## src/rtl/led_s2p_rx_pkg.sv

```systemverilog
// led_s2p_rx_pkg: shared FSM encoding and synchronizer depth for the LED serial receiver.
package led_s2p_rx_pkg;
  typedef enum logic [1:0] {IDLE, SHIFT, FULL} state_t;
  localparam int SYNC_STAGES = 2;
endpackage

```

## src/rtl/led_s2p_rx_sync_edge.sv

```systemverilog
// sync_edge: multi-flop synchronizer with a history flop for rising-edge detection.
module sync_edge
  import led_s2p_rx_pkg::*;
(
  input  logic clk,
  input  logic rst,
  input  logic d,
  output logic sync,
  output logic rise
);
  logic [SYNC_STAGES-1:0] ff;
  logic prev;
  always_ff @(posedge clk or negedge rst)
    if (!rst) begin
      ff <= '0;
      prev <= 1'b0;
    end else begin
      ff <= {ff[SYNC_STAGES-2:0], d};
      prev <= ff[SYNC_STAGES-1];
    end
  assign sync = ff[SYNC_STAGES-1];
  assign rise = sync & ~prev;
endmodule

```

## src/rtl/led_s2p_rx.sv

```systemverilog
// led_s2p_rx: oversampling serial-to-parallel receiver for the four-wire LED shift interface.
module led_s2p_rx
  import led_s2p_rx_pkg::*;
#(
  parameter int DATA_BITS = 16,
  parameter int DATA_COUNT_BITS = 4,
  parameter bit INVERT_DATA = 1'b1
) (
  input  logic                 clk,
  input  logic                 rst,
  input  logic                 s_clk,
  input  logic                 s_data,
  input  logic                 s_clrn,
  input  logic                 s_pen,
  output logic [DATA_BITS-1:0] PData,
  output logic                 data_valid,
  output logic                 frame_err,
  output logic                 busy
);
  localparam logic [DATA_COUNT_BITS:0] FULL_CNT = DATA_BITS[DATA_COUNT_BITS:0];
  logic clk_sync, clk_rise, pen_sync, pen_rise, data_sync, data_rise, clrn_sync, clrn_rise;
  logic unused_sync;
  logic sbit, frame_ok;
  logic [DATA_BITS-1:0] shift_reg, shift_nx;
  logic [DATA_COUNT_BITS:0] cnt, cnt_nx;
  state_t state, state_nx;
  sync_edge u_clk  (.clk(clk), .rst(rst), .d(s_clk),  .sync(clk_sync),  .rise(clk_rise));
  sync_edge u_pen  (.clk(clk), .rst(rst), .d(s_pen),  .sync(pen_sync),  .rise(pen_rise));
  sync_edge u_data (.clk(clk), .rst(rst), .d(s_data), .sync(data_sync), .rise(data_rise));
  sync_edge u_clrn (.clk(clk), .rst(rst), .d(s_clrn), .sync(clrn_sync), .rise(clrn_rise));
  assign unused_sync = ^{clk_sync, pen_sync, data_rise, clrn_rise};
  // Shift and count first so a coincident s_pen edge judges the updated count.
  always_comb begin
    sbit = data_sync ^ INVERT_DATA;
    shift_nx = clk_rise ? {shift_reg[DATA_BITS-2:0], sbit} : shift_reg;
    cnt_nx = (clk_rise && state != FULL) ? cnt + 1'b1 : cnt;
    frame_ok = cnt_nx == FULL_CNT;
    state_nx = pen_rise ? IDLE : frame_ok ? FULL : (cnt_nx != '0) ? SHIFT : IDLE;
  end
  always_ff @(posedge clk or negedge rst)
    if (!rst) begin
      shift_reg <= '0;
      cnt <= '0;
      state <= IDLE;
      PData <= '0;
      data_valid <= 1'b0;
      frame_err <= 1'b0;
      busy <= 1'b0;
    end else if (!clrn_sync) begin
      shift_reg <= '0;
      cnt <= '0;
      state <= IDLE;
      data_valid <= 1'b0;
      frame_err <= 1'b0;
      busy <= 1'b0;
    end else begin
      shift_reg <= shift_nx;
      cnt <= pen_rise ? '0 : cnt_nx;
      state <= state_nx;
      PData <= (pen_rise && frame_ok) ? shift_nx : PData;
      data_valid <= pen_rise && frame_ok;
      frame_err <= pen_rise && !frame_ok;
      busy <= !pen_rise && cnt_nx != '0;
    end
endmodule
```

## config.mk

```make
export PLATFORM = sky130hd
export DESIGN_NAME = led_s2p_rx
export DESIGN_NICKNAME = d
export VERILOG_FILES = /design/src/rtl/led_s2p_rx_pkg.sv /design/src/rtl/led_s2p_rx_sync_edge.sv /design/src/rtl/led_s2p_rx.sv
export SDC_FILE = /design/constraint.sdc
export NUM_CORES = 1
export LEC_CHECK = 0
export CAP_MARGIN = 20
export CELL_PAD_IN_SITES_DETAIL_PLACEMENT = 0
export CELL_PAD_IN_SITES_GLOBAL_PLACEMENT = 1
export CORE_ASPECT_RATIO = 1.2
export CORE_MARGIN = 1.5
export CORE_UTILIZATION = 40
export CTS_BUF_LIST = sky130_fd_sc_hd__clkbuf_4
export CTS_CLUSTER_DIAMETER = 100
export DETAILED_ROUTE_END_ITERATION = 16
export PLACE_DENSITY_LB_ADDON = 0.1
export SYNTH_ARGS = -nofsm -noshare
export SYNTH_HDL_FRONTEND = slang
export SYNTH_SLANG_ARGS = --single-unit
```

## constraint.sdc

```tcl
create_clock -name clk -period 5.5 [get_ports clk]
set_input_delay 0.825 -clock clk [delete_from_list [all_inputs] [get_ports clk]]
set_output_delay 0.825 -clock clk [all_outputs]
set_load 0.02 [all_outputs]
```

==> results_tabular.tex, run 1 <==
\begin{tabular}{lr}
\hline
Metric & Value \\
\hline
\multicolumn{2}{l}{\textbf{Synth}} \\
\quad Primary flip-flop cell chosen by synthesis mapping & dfrtp\_1 \\
\quad Mapped Cells & 173 \\
\quad List of most frequent post-synthesis cells & 52 x dfrtp\_1, 48 x nand2\_1, 16 x and2\_1 \\
\quad Most frequent cell after synthesis & dfrtp\_1 \\
\quad Cell type with the highest aggregate area in the netlist & dfrtp\_1 \\
\quad Warning count from the yosys run & 0 \\
\quad Net count after synthesis & 180 \\
\quad Synth top area share & 62.7\% \\
\quad Synth top area cells & dfrtp\_1 63\%, nand2\_1 8.7\%, mux2\_4 6.5\%, and2\_1 4.8\%, mux2\_2 3.8\% \\
\quad Asr flop ratio synth & 100\% \\
\quad Yosys cell types & 28 \\
\quad Portion of the post-synthesis area used by sequential elements & 62.7\% \\
\quad Post-synthesis area per instance & 12.0 sq um \\
\quad Post-synth EDFFs & 0 \\
\quad Cell area after synthesis & 0.00207 sq mm \\
\quad Post-synthesis register bit count & 52 \\
\multicolumn{2}{l}{\textbf{Setup path}} \\
\quad Worst Reg-to-Reg Cells & 7 \\
\quad Slowest stage cell on the critical path & nor3b\_4 \\
\quad Crit-path cells & ha\_1, or4b\_1, or3\_1, a311oi\_2, nor3b\_4, buf\_8, mux2\_2 \\
\quad Required time worst endpoint & 5.77 ns \\
\quad Longest individual stage delay on the worst path & 0.56 ns \\
\quad Category of the critical setup timing path & flop to flop \\
\quad Startpoint types & flop \\
\quad Largest driver fanout on the critical path & 10 \\
\quad Kind of end point of the critical path & flop \\
\quad Arrival time at the worst endpoint & 3.52 ns \\
\multicolumn{2}{l}{\textbf{Global route}} \\
\quad Pin count of the biggest net entering global routing & 53 \\
\quad Total congestion overflow after global routing & 0 \\
\quad Wire length of the first global-routing pass & 6190 um \\
\quad Number of antenna violations at the first check in global routing & 0 \\
\quad Overall track demand over capacity in global routing & 15.1\% \\
\quad Number of global-route vias before repair & 1304 \\
\multicolumn{2}{l}{\textbf{CTS}} \\
\quad Max Buffers Root-to-Sink & 2 \\
\quad Clock sink count & 52 \\
\quad Clock transition at path regs & 0.15 ns \\
\quad Buffers inserted during post-CTS setup optimization & 0 \\
\quad CTS HTree Levels & 2 \\
\quad CTS tree & done \\
\quad \# resized after CTS & 0 \\
\quad Inserted Clock Buffers & 5 \\
\quad CTS Root Cell & clkbuf\_4 \\
\quad Hold Buf Count CTS & 0 \\
\quad Clk\_lat worst skew & 0.36 ns \\
\multicolumn{2}{l}{\textbf{Power}} \\
\quad Leakage power of the design & 0.00117 uW \\
\quad Ratio of total power to cell area & 242 mW/mm\^{}2 \\
\quad Flop pwr share & 66.6\% \\
\quad Clock network fraction of total power & 28.6\% \\
\quad Power share of the combinational group & 4.8\% \\
\quad Total net switching power & 138 uW \\
\quad Switching power as a share of total power & 23.3\% \\
\quad Design Power & 590 uW \\
\quad Pint & 452 uW \\
\quad Worst supply voltage drop on vdd & 0.0968 mV \\
\multicolumn{2}{l}{\textbf{Drt}} \\
\quad Number of detailed-routing iterations run before antenna repair & 4 \\
\quad Overall via count from detail\_route & 1292 \\
\quad Post-detailed-route count of antenna-violating nets & 0 \\
\quad Drt drc & 0 \\
\quad Number of violations reported at the end of detailed-routing iteration 0 & 116 \\
\quad Final WL & 3660 um \\
\quad Post-detailed-route via-to-cell ratio & 4.91 \\
\quad Average wire length per cell after detail routing & 13.9 um \\
\multicolumn{2}{l}{\textbf{Worst hold path}} \\
\quad Worst min path class & flop to flop \\
\quad WHS Path Cells & 0 \\
\multicolumn{2}{l}{\textbf{Floorplanning}} \\
\quad Initial Util & 41.7\% \\
\quad Horizontal die dimension & 68.7 um \\
\quad Total I/O pin count & 25 \\
\quad Core Footprint & 0.00497 sq mm \\
\quad Die area & 0.00563 sq mm \\
\quad Die Span Y & 81.9 um \\
\quad Number of placement rows & 28 \\
\multicolumn{2}{l}{\textbf{Timing}} \\
\quad Tightest hold margin & 0.362 ns \\
\quad Total Neg Setup Slack & 0 ns \\
\quad RSZ-0062 raised after global routing & no \\
\quad Final clock skew & 0.0146 ns \\
\quad Final number of hold-violating endpoints & 0 \\
\quad Upper clock frequency limit & 308 MHz \\
\quad Clock period minus final worst setup slack & 3.25 ns \\
\quad Number of max-slew violations in the final report & 0 \\
\quad Worst Tran Pin Value & 0.949 ns \\
\quad Post-route fraction of the period consumed by the critical path & 59.1\% \\
\quad Max\_slew headroom & 36.8\% \\
\quad Final setup fails & 0 \\
\multicolumn{2}{l}{\textbf{Flow run}} \\
\quad \# Max-Cap Violations & 0 \\
\multicolumn{2}{l}{\textbf{Place}} \\
\quad Post-detailed-placement half-perimeter wirelength & 2250 um \\
\quad Final estimated routing congestion in global placement & 0.779 \\
\quad Count of placed standard cells including taps & 253 \\
\quad Buffers added on ports & 24 \\
\multicolumn{2}{l}{\textbf{Finish}} \\
\quad Synthesis-to-layout area growth & 17.4\% \\
\quad Non-filler cells in the finished layout & 263 \\
\quad Final antenna diode count & 0 \\
\quad Total Nets Final & 209 \\
\quad Fill count & 461 \\
\quad Fraction of layout instances using a drive strength above 1 & 14.8\% \\
\multicolumn{2}{l}{\textbf{Status}} \\
\quad Outcome & completed \\
\hline
\end{tabular}
path summary, 6_finish.rpt:
path,startpoint,end,slack (ns)
max in group asynchronous,rst,cnt[1]$_DFF_PN0_,4.51
hold reg to reg,u_data.ff[0]$_DFF_PN0_,u_data.ff[1]$_DFF_PN0_,0.36
hold / removal,u_data.ff[0]$_DFF_PN0_,u_data.ff[1]$_DFF_PN0_,0.36
setup reg to reg,cnt[0]$_DFF_PN0_,PData[12]$_DFFE_PN0P_,2.25
min in group asynchronous,rst,shift_reg[13]$_DFF_PN0_,0.55
setup / recovery,cnt[0]$_DFF_PN0_,PData[12]$_DFFE_PN0P_,2.25
layout make-up:
type | count | area [sq um] | area share, %
Timing Repair Buffer | 27 | 265 | 10.9
Multi-Input combinational cell | 115 | 734 | 30.1
Sequential cell | 52 | 1300 | 53.4
Tap cell | 60 | 75.1 | 3.08
Inverter | 1 | 3.75 | 0.154
Clock inverter | 2 | 11.3 | 0.462
Clock buffer | 6 | 45.0 | 1.85
routing by layer:
metal / track usage (%) / up-vias / wire length [um]
met3: 4.11 / 6 / 130
met4: 5.88 / 0 / 56
li1: - / 622 / -
met2: 23.4 / 23 / 1740
met5: 0 / - / 0
met1: 20.0 / 641 / 1730
power groups by stage:
stage / Sequential (uW) / Combinational (uW) / Clock (uW)
floorplan: 399 / 12.6 / 0
global route: 394 / 32.5 / 194
CTS: 393 / 28.6 / 175
global placement: 400 / 27.7 / 0
detailed placement: 400 / 28.4 / 0
finish: 393 / 28.4 / 169
stage by stage:
step	setup WS [ns]	utilization (%)	instance area (sq um)
detailed placement	1.98	47.4	2360
finish	2.25	49.0	2440
global route	2.07	49.0	2440
global placement	2.09	47.4	2360
CTS	1.96	48.5	2410
floorplan	2.60	-	2070
worst max-delay path, delay by kind of cell (launching register included):
| family | cells | cell delay (ns) |
|---|---|---|
| buffers and inverters | 1 | 0.23 |
| DFF | 1 | 0.46 |
| muxes | 1 | 0.34 |
| AOI/OAI and AO/OA | 1 | 0.38 |
| adders and majority gates | 1 | 0.35 |
| and+or+nand+nor | 3 | 1.39 |
layout by cell type (no fill, tap or decap), types with 2 or more instances in the layout:
| cell | netlist | final |
|---|---|---|
| xnor2_1 | 2 | 2 |
| clkdlybuf4s50_1 | 0 | 23 |
| and2_1 | 16 | 16 |
| nor2b_1 | 4 | 4 |
| o21ai_0 | 3 | 3 |
| clkbuf_4 | 0 | 6 |
| nand2_1 | 48 | 48 |
| mux2_4 | 9 | 9 |
| or3_1 | 2 | 2 |
| nor3_1 | 2 | 2 |
| a21oi_1 | 2 | 2 |
| nor2_1 | 6 | 6 |
| mux2_2 | 7 | 7 |
| buf_4 | 0 | 2 |
| dfrtp_1 | 52 | 52 |
| nand3_1 | 2 | 2 |
cells by family (layout without fill, tap and decap cells):
logic type	count (synthesis)	count (layout)	synth area share, %
AND/OR/NAND/NOR	86	86	20.1
flip-flops	52	52	62.7
multiplexers	16	16	10.3
AO/OA/AOI/OAI	9	9	3.08
buffers and inverters	6	36	1.87
XOR/XNOR	3	3	1.27
adder cells (fa/ha/maj)	1	1	0.603
(Power assumes the default switching activity.)
==> inputs of run 2 (changes only) <==
- clock period: 5.5 -> 3.18 ns (I/O delays scaled with it)
==> run 2 against run 1 <==
Against the previous run: wire length decreased by 1.8%; critical path depth unchanged; flip-flop and latch count stayed put; largest cell class unchanged; register-to-register slack worse by 2.0 ns; worst hold slack lost 0.26 ns; final area up 1.5%; non-clock buffer count rose by 1; sequential power up 73%.
==> results_tabular.tex, run 2 (synthesized netlist as in run 1, its figures left out) <==
\begin{tabular}{lr}
\hline
Metric & Value \\
\hline
\multicolumn{2}{l}{\textbf{Status}} \\
\quad Outcome & completed \\
\multicolumn{2}{l}{\textbf{Setup path}} \\
\quad Largest driver fanout on the critical path & 17 (+7) \\
\quad Critical path origin & cnt[0]\$\_DFF\_PN0\_ \\
\quad Worst reg2reg path startpoint & cnt[0]\$\_DFF\_PN0\_ \\
\quad Worst Reg-to-Reg Cells & 7 (unchanged) \\
\quad Startpoint types & flop \\
\quad Worst reg2reg path endpoint & PData[11]\$\_DFFE\_PN0P\_ \\
\quad Arrival time at the worst endpoint & 3.19 ns (-0.33 ns) \\
\quad Category of the critical setup timing path & flop to flop \\
\quad Kind of end point of the critical path & flop \\
\quad Worst-case register-to-register setup slack & 0.24 ns (-2.01 ns) \\
\quad Required time worst endpoint & 3.43 ns (-2.34 ns) \\
\quad Destination of the critical timing path & PData[11]\$\_DFFE\_PN0P\_ \\
\multicolumn{2}{l}{\textbf{CTS}} \\
\quad \# resized after CTS & 0 (unchanged) \\
\quad Max Buffers Root-to-Sink & 2 (unchanged) \\
\quad Hold Buf Count CTS & 0 (unchanged) \\
\quad Clk\_lat worst skew & 0.36 ns (about the same) \\
\quad Clock transition at path regs & 0.13 ns (-0.02 ns) \\
\quad CTS HTree Levels & 2 (unchanged) \\
\quad CTS Root Cell & clkbuf\_4 \\
\quad Inserted Clock Buffers & 5 (unchanged) \\
\quad Buffers inserted during post-CTS setup optimization & 0 (unchanged) \\
\quad Clock sink count & 52 (unchanged) \\
\quad CTS tree & done \\
\multicolumn{2}{l}{\textbf{Timing}} \\
\quad Final clock skew & 0.00853 ns (-0.00608 ns) \\
\quad Final number of hold-violating endpoints & 0 (unchanged) \\
\quad RSZ-0062 raised after global routing & no \\
\quad Final setup fails & 0 (unchanged) \\
\quad Upper clock frequency limit & 341 MHz (+11\%) \\
\quad Total Neg Setup Slack & 0 ns (unchanged) \\
\quad Number of max-slew violations in the final report & 0 (unchanged) \\
\quad Clock period minus final worst setup slack & 2.94 ns (-0.313 ns) \\
\quad Max\_slew headroom & 61.4\% (+25 points) \\
\quad Worst Tran Pin Value & 0.579 ns (-0.370 ns) \\
\quad Post-route fraction of the period consumed by the critical path & 92.3\% (+33 points) \\
\multicolumn{2}{l}{\textbf{Power}} \\
\quad Leakage power of the design & 0.00119 uW (+1.9\%) \\
\quad Power share of the combinational group & 4.6\% (-0.2 points) \\
\quad Design Power & 1100 uW (+86\%) \\
\quad Worst supply voltage drop on vdd & 0.243 mV (+150\%) \\
\quad Pint & 863 uW (+91\%) \\
\quad Total net switching power & 234 uW (+70\%) \\
\quad Clock network fraction of total power & 33.6\% (+5.0 points) \\
\quad Ratio of total power to cell area & 444 mW/mm\^{}2 (+83\%) \\
\quad Flop pwr share & 61.9\% (-4.7 points) \\
\quad Switching power as a share of total power & 21.3\% (-2.0 points) \\
\multicolumn{2}{l}{\textbf{Drt}} \\
\quad Post-detailed-route via-to-cell ratio & 4.89 (-0.38\%) \\
\quad Drt drc & 0 (unchanged) \\
\quad Average wire length per cell after detail routing & 13.6 um (-2.2\%) \\
\quad Final WL & 3590 um (-1.8\%) \\
\quad Overall via count from detail\_route & 1292 (unchanged) \\
\quad Number of violations reported at the end of detailed-routing iteration 0 & 101 (-13\%) \\
\quad Post-detailed-route count of antenna-violating nets & 0 (unchanged) \\
\quad Number of detailed-routing iterations run before antenna repair & 4 (unchanged) \\
\multicolumn{2}{l}{\textbf{Worst hold path}} \\
\quad Worst min path class & input port to async pin \\
\multicolumn{2}{l}{\textbf{Place}} \\
\quad Count of placed standard cells including taps & 256 (+1.2\%) \\
\quad Post-detailed-placement half-perimeter wirelength & 2340 um (+4.1\%) \\
\quad Final estimated routing congestion in global placement & 0.709 (-9.0\%) \\
\quad Buffers added on ports & 24 (unchanged) \\
\multicolumn{2}{l}{\textbf{Finish}} \\
\quad Synthesis-to-layout area growth & 19.2\% \\
\quad Fin util & 49.7\% (+0.73 points) \\
\quad Final antenna diode count & 0 (unchanged) \\
\quad Leading cell type in the layout, fill and taps excluded & dfrtp\_1 \\
\quad Fill count & 463 (+0.43\%) \\
\quad Non-filler cells in the finished layout & 264 (+0.38\%) \\
\quad Total Nets Final & 210 (+0.48\%) \\
\quad Fraction of layout instances using a drive strength above 1 & 15.7\% (+0.91 points) \\
\quad Most used cells in the layout excluding fill and tap cells & 52 x dfrtp\_1, 48 x nand2\_1, 23 x clkdlybuf4s50\_1, 16 x and2\_1, 9 x mux2\_4 \\
\multicolumn{2}{l}{\textbf{Floorplanning}} \\
\quad Horizontal die dimension & 68.7 um (unchanged) \\
\quad Die area & 0.00563 sq mm (unchanged) \\
\quad Die Span Y & 81.9 um (unchanged) \\
\quad Total I/O pin count & 25 (unchanged) \\
\quad Core Footprint & 0.00497 sq mm (unchanged) \\
\quad Number of placement rows & 28 (unchanged) \\
\quad Initial Util & 41.7\% (unchanged) \\
\multicolumn{2}{l}{\textbf{Global route}} \\
\quad Total congestion overflow after global routing & 0 (unchanged) \\
\quad Pin count of the biggest net entering global routing & 28 (-47\%) \\
\quad Number of antenna violations at the first check in global routing & 0 (unchanged) \\
\quad Overall track demand over capacity in global routing & 14.4\% (-0.69 points) \\
\quad Wire length of the first global-routing pass & 5940 um (-4.0\%) \\
\quad Number of global-route vias before repair & 1310 (+0.46\%) \\
\multicolumn{2}{l}{\textbf{Flow run}} \\
\quad \# Max-Cap Violations & 0 (unchanged) \\
\hline
\end{tabular}
-- run 2: power by group through the flow --
stage / sequential (uW) / combinational [uW] / clock (uW)
5_1_grt: 682 / 57.2 / 411
6_report: 679 / 49.9 / 368
4_1_cts: 680 / 52.0 / 383
2_1_floorplan: 690 / 21.8 / 0
3_3_place_gp: 691 / 50.4 / 0
3_5_place_dp: 692 / 51.7 / 0
-- run 2: worst min path at each step --
stage,to,slack (ns),cells past startpoint
after floorplan,PData[0]$_DFFE_PN0P_,0.18,0
after global placement,u_pen.ff[1]$_DFF_PN0_,0.33,0
after detailed placement,u_data.ff[1]$_DFF_PN0_,0.34,0
after CTS,u_clrn.ff[0]$_DFF_PN0_,0.11,1
after global routing,state[0]$_DFF_PN0_,0.12,1
final,state[1]$_DFF_PN0_,0.1,1
-- run 2: critical path, cell delays in order, from the launching register on --
cell and delay, ns:
dfrtp_1 0.46, ha_1 0.34, or4b_1 0.48, or3_1 0.32, a311oi_2 0.39, nor3b_4 0.29, buf_12 0.21, mux2_2 0.34
-- run 2: metal layers --
| layer | share of wire [%] | track usage, % |
|---|---|---|
| met3 | 3.4 | 4.11 |
| met5 | 0 | 0 |
| met1 | 47 | 17.7 |
| met2 | 48 | 23.6 |
| met4 | 1.7 | 5.69 |
-- run 2: area by class of cell --
| type | count | area [sq um] | area share [%] |
|---|---|---|---|
| sequential | 52 | 1300 | 52.6 |
| multi-input combinational | 115 | 734 | 29.7 |
| timing repair buffer | 28 | 278 | 11.2 |
| clock inverter | 2 | 35.0 | 1.42 |
| tap | 60 | 75.1 | 3.04 |
| inverter | 1 | 3.75 | 0.152 |
| clock buffer | 6 | 45.0 | 1.82 |
-- run 2: per-stage QoR --
step	hold WS, ns	worst slack, ns	area [sq um]
global route	0.117	0.126	2470
finish	0.0999	0.245	2470
CTS	0.108	0.237	2470
detailed placement	0.337	0.259	2390
floorplan	0.181	0.281	2070
global placement	0.332	0.316	2390
==> inputs of run 3 (changes only) <==
- CELL_PAD_IN_SITES_DETAIL_PLACEMENT: 0 -> 1
==> run 3 against run 2 <==
Against the previous run: global-route usage is 1.5 points higher; total power fell by 0.13%; flip-flop and latch count is the same; sequential power hardly changed; clock power about the same; non-clock buffer count unchanged; critical path depth stayed put; combinational power rose by 0.8%; final cell count unchanged; worst setup slack worse by 0.032 ns; highest routed layer unchanged.
==> results_tabular.tex, run 3 (synthesized netlist as in run 1, its figures left out) <==
\begin{tabular}{lr}
\hline
Metric & Value \\
\hline
\multicolumn{2}{l}{\textbf{Drt}} \\
\quad Number of detailed-routing iterations run before antenna repair & 4 (unchanged) \\
\quad Post-detailed-route via-to-cell ratio & 4.89 (unchanged) \\
\quad Overall via count from detail\_route & 1292 (unchanged) \\
\quad Post-detailed-route count of antenna-violating nets & 0 (unchanged) \\
\quad Final WL & 3910 um (+8.9\%) \\
\quad Average wire length per cell after detail routing & 14.8 um (+8.9\%) \\
\quad Drt drc & 0 (unchanged) \\
\quad Number of violations reported at the end of detailed-routing iteration 0 & 67 (-34\%) \\
\multicolumn{2}{l}{\textbf{Timing}} \\
\quad Worst Tran Pin Value & 0.591 ns (+0.0120 ns) \\
\quad RSZ-0062 raised after global routing & no \\
\quad Clock period minus final worst setup slack & 2.97 ns (+0.0322 ns) \\
\quad Total Neg Setup Slack & 0 ns (unchanged) \\
\quad Final number of hold-violating endpoints & 0 (unchanged) \\
\quad Final clock skew & 0.00272 ns (-0.00582 ns) \\
\quad Number of max-slew violations in the final report & 0 (unchanged) \\
\quad Post-route fraction of the period consumed by the critical path & 93.3\% (+1.0 points) \\
\quad Final setup fails & 0 (unchanged) \\
\quad Max\_slew headroom & 60.6\% (-0.80 points) \\
\quad Upper clock frequency limit & 337 MHz (-1.1\%) \\
\multicolumn{2}{l}{\textbf{Setup path}} \\
\quad Largest driver fanout on the critical path & 17 (unchanged) \\
\quad Category of the critical setup timing path & flop to flop \\
\quad Kind of end point of the critical path & flop \\
\quad Arrival time at the worst endpoint & 3.23 ns (+0.04 ns) \\
\quad Required time worst endpoint & 3.44 ns (about the same) \\
\quad Worst-case register-to-register setup slack & 0.21 ns (-0.03 ns) \\
\quad Startpoint types & flop \\
\multicolumn{2}{l}{\textbf{CTS}} \\
\quad Max Buffers Root-to-Sink & 2 (unchanged) \\
\quad CTS HTree Levels & 2 (unchanged) \\
\quad Clock transition at path regs & 0.14 ns (about the same) \\
\quad CTS tree & done \\
\quad Inserted Clock Buffers & 5 (unchanged) \\
\quad Hold Buf Count CTS & 0 (unchanged) \\
\quad Clock sink count & 52 (unchanged) \\
\quad CTS Root Cell & clkbuf\_4 \\
\quad \# resized after CTS & 0 (unchanged) \\
\quad Buffers inserted during post-CTS setup optimization & 0 (unchanged) \\
\quad Clk\_lat worst skew & 0.36 ns (about the same) \\
\multicolumn{2}{l}{\textbf{Finish}} \\
\quad Fin util & 49.7\% (unchanged) \\
\quad Synthesis-to-layout area growth & 19.2\% (unchanged) \\
\quad Fraction of layout instances using a drive strength above 1 & 15.7\% (unchanged) \\
\quad Leading cell type in the layout, fill and taps excluded & dfrtp\_1 \\
\quad Total Nets Final & 210 (unchanged) \\
\quad Final antenna diode count & 0 (unchanged) \\
\quad Most used cells in the layout excluding fill and tap cells & 52 x dfrtp\_1, 48 x nand2\_1, 23 x clkdlybuf4s50\_1, 16 x and2\_1, 9 x mux2\_4 \\
\multicolumn{2}{l}{\textbf{Floorplanning}} \\
\quad Die area & 0.00563 sq mm (unchanged) \\
\quad Die Span Y & 81.9 um (unchanged) \\
\quad Total I/O pin count & 25 (unchanged) \\
\quad Number of placement rows & 28 (unchanged) \\
\quad Horizontal die dimension & 68.7 um (unchanged) \\
\quad Core Footprint & 0.00497 sq mm (unchanged) \\
\quad Initial Util & 41.7\% (unchanged) \\
\multicolumn{2}{l}{\textbf{Global route}} \\
\quad Overall track demand over capacity in global routing & 15.9\% (+1.5 points) \\
\quad Pin count of the biggest net entering global routing & 28 (unchanged) \\
\quad Number of global-route vias before repair & 1422 (+8.5\%) \\
\quad Total congestion overflow after global routing & 0 (unchanged) \\
\quad Wire length of the first global-routing pass & 6630 um (+12\%) \\
\quad Number of antenna violations at the first check in global routing & 0 (unchanged) \\
\multicolumn{2}{l}{\textbf{Place}} \\
\quad Buffers added on ports & 24 (unchanged) \\
\quad Final estimated routing congestion in global placement & 0.709 (unchanged) \\
\quad Post-detailed-placement half-perimeter wirelength & 2670 um (+14\%) \\
\multicolumn{2}{l}{\textbf{Status}} \\
\quad Outcome & completed \\
\multicolumn{2}{l}{\textbf{Flow run}} \\
\quad \# Max-Cap Violations & 0 (unchanged) \\
\multicolumn{2}{l}{\textbf{Power}} \\
\quad Ratio of total power to cell area & 443 mW/mm\^{}2 (-0.13\%) \\
\quad Worst supply voltage drop on vdd & 0.203 mV (-17\%) \\
\quad Leakage power of the design & 0.00119 uW (-0.37\%) \\
\quad Design Power & 1100 uW (-0.13\%) \\
\multicolumn{2}{l}{\textbf{Worst hold path}} \\
\quad Worst min path class & input port to async pin \\
\hline
\end{tabular}
run 3: report_power, final:
| part | switching (uW) | leakage [uW] | internal (uW) |
|---|---|---|---|
| sequential | 8.20 | 0.000701 | 671 |
| clock | 202 | 0.0000412 | 164 |
| combinational | 32.1 | 0.000448 | 18.2 |
run 3: final timing paths:
| path | startpoint | to | depth (start not counted) |
|---|---|---|---|
| min in group clk | u_clrn.ff[0]$_DFF_PN0_ | u_clrn.ff[1]$_DFF_PN0_ | 0 |
| max in group asynchronous | rst | shift_reg[2]$_DFF_PN0_ | 2 |
| worst min-delay path | rst | state[1]$_DFF_PN0_ | 1 |
| worst max-delay path | cnt[0]$_DFF_PN0_ | PData[12]$_DFFE_PN0P_ | 7 |
| worst max register to register | cnt[0]$_DFF_PN0_ | PData[12]$_DFFE_PN0P_ | 7 |
| worst min register to register | u_clrn.ff[0]$_DFF_PN0_ | u_clrn.ff[1]$_DFF_PN0_ | 0 |
run 3: final cells by class:
type / instances / area [sq um]
flip-flops and latches: 52 / 1300
fillers: 544 / 2500
inverters: 1 / 3.75
clock inverters: 3 / 42.5
well taps: 60 / 75.1
repair buffers: 28 / 278
clock buffers: 5 / 37.5
multi-input cells: 115 / 734
run 3: critical path: stages, from the launching register on:
cell      delay, ns
dfrtp_1        0.46
ha_1           0.35
or4b_1         0.49
or3_1          0.33
a311oi_2       0.39
nor3b_4        0.29
buf_12         0.20
mux2_2         0.35
run 3: routing by layer:
| metal | up-vias | wire length [um] | track usage [%] |
|---|---|---|---|
| met2 | 16 | 2010 | 26.9 |
| met3 | 4 | 132 | 3.56 |
| li1 | 620 | - | - |
| met1 | 652 | 1720 | 19.9 |
| met4 | 0 | 40 | 5.29 |
| met5 | - | 0 | 0 |
run 3: per-stage QoR:
step                std cells  hold WS [ns]  worst slack [ns]  instance area (sq um)
detailed placement        256         0.337             0.225                   2390
finish                    264        0.0964             0.213                   2470
global placement          256         0.332             0.316                   2390
floorplan                 173         0.181             0.281                   2070
CTS                       264        0.0917             0.198                   2470
global route              264         0.101            0.0525                   2470
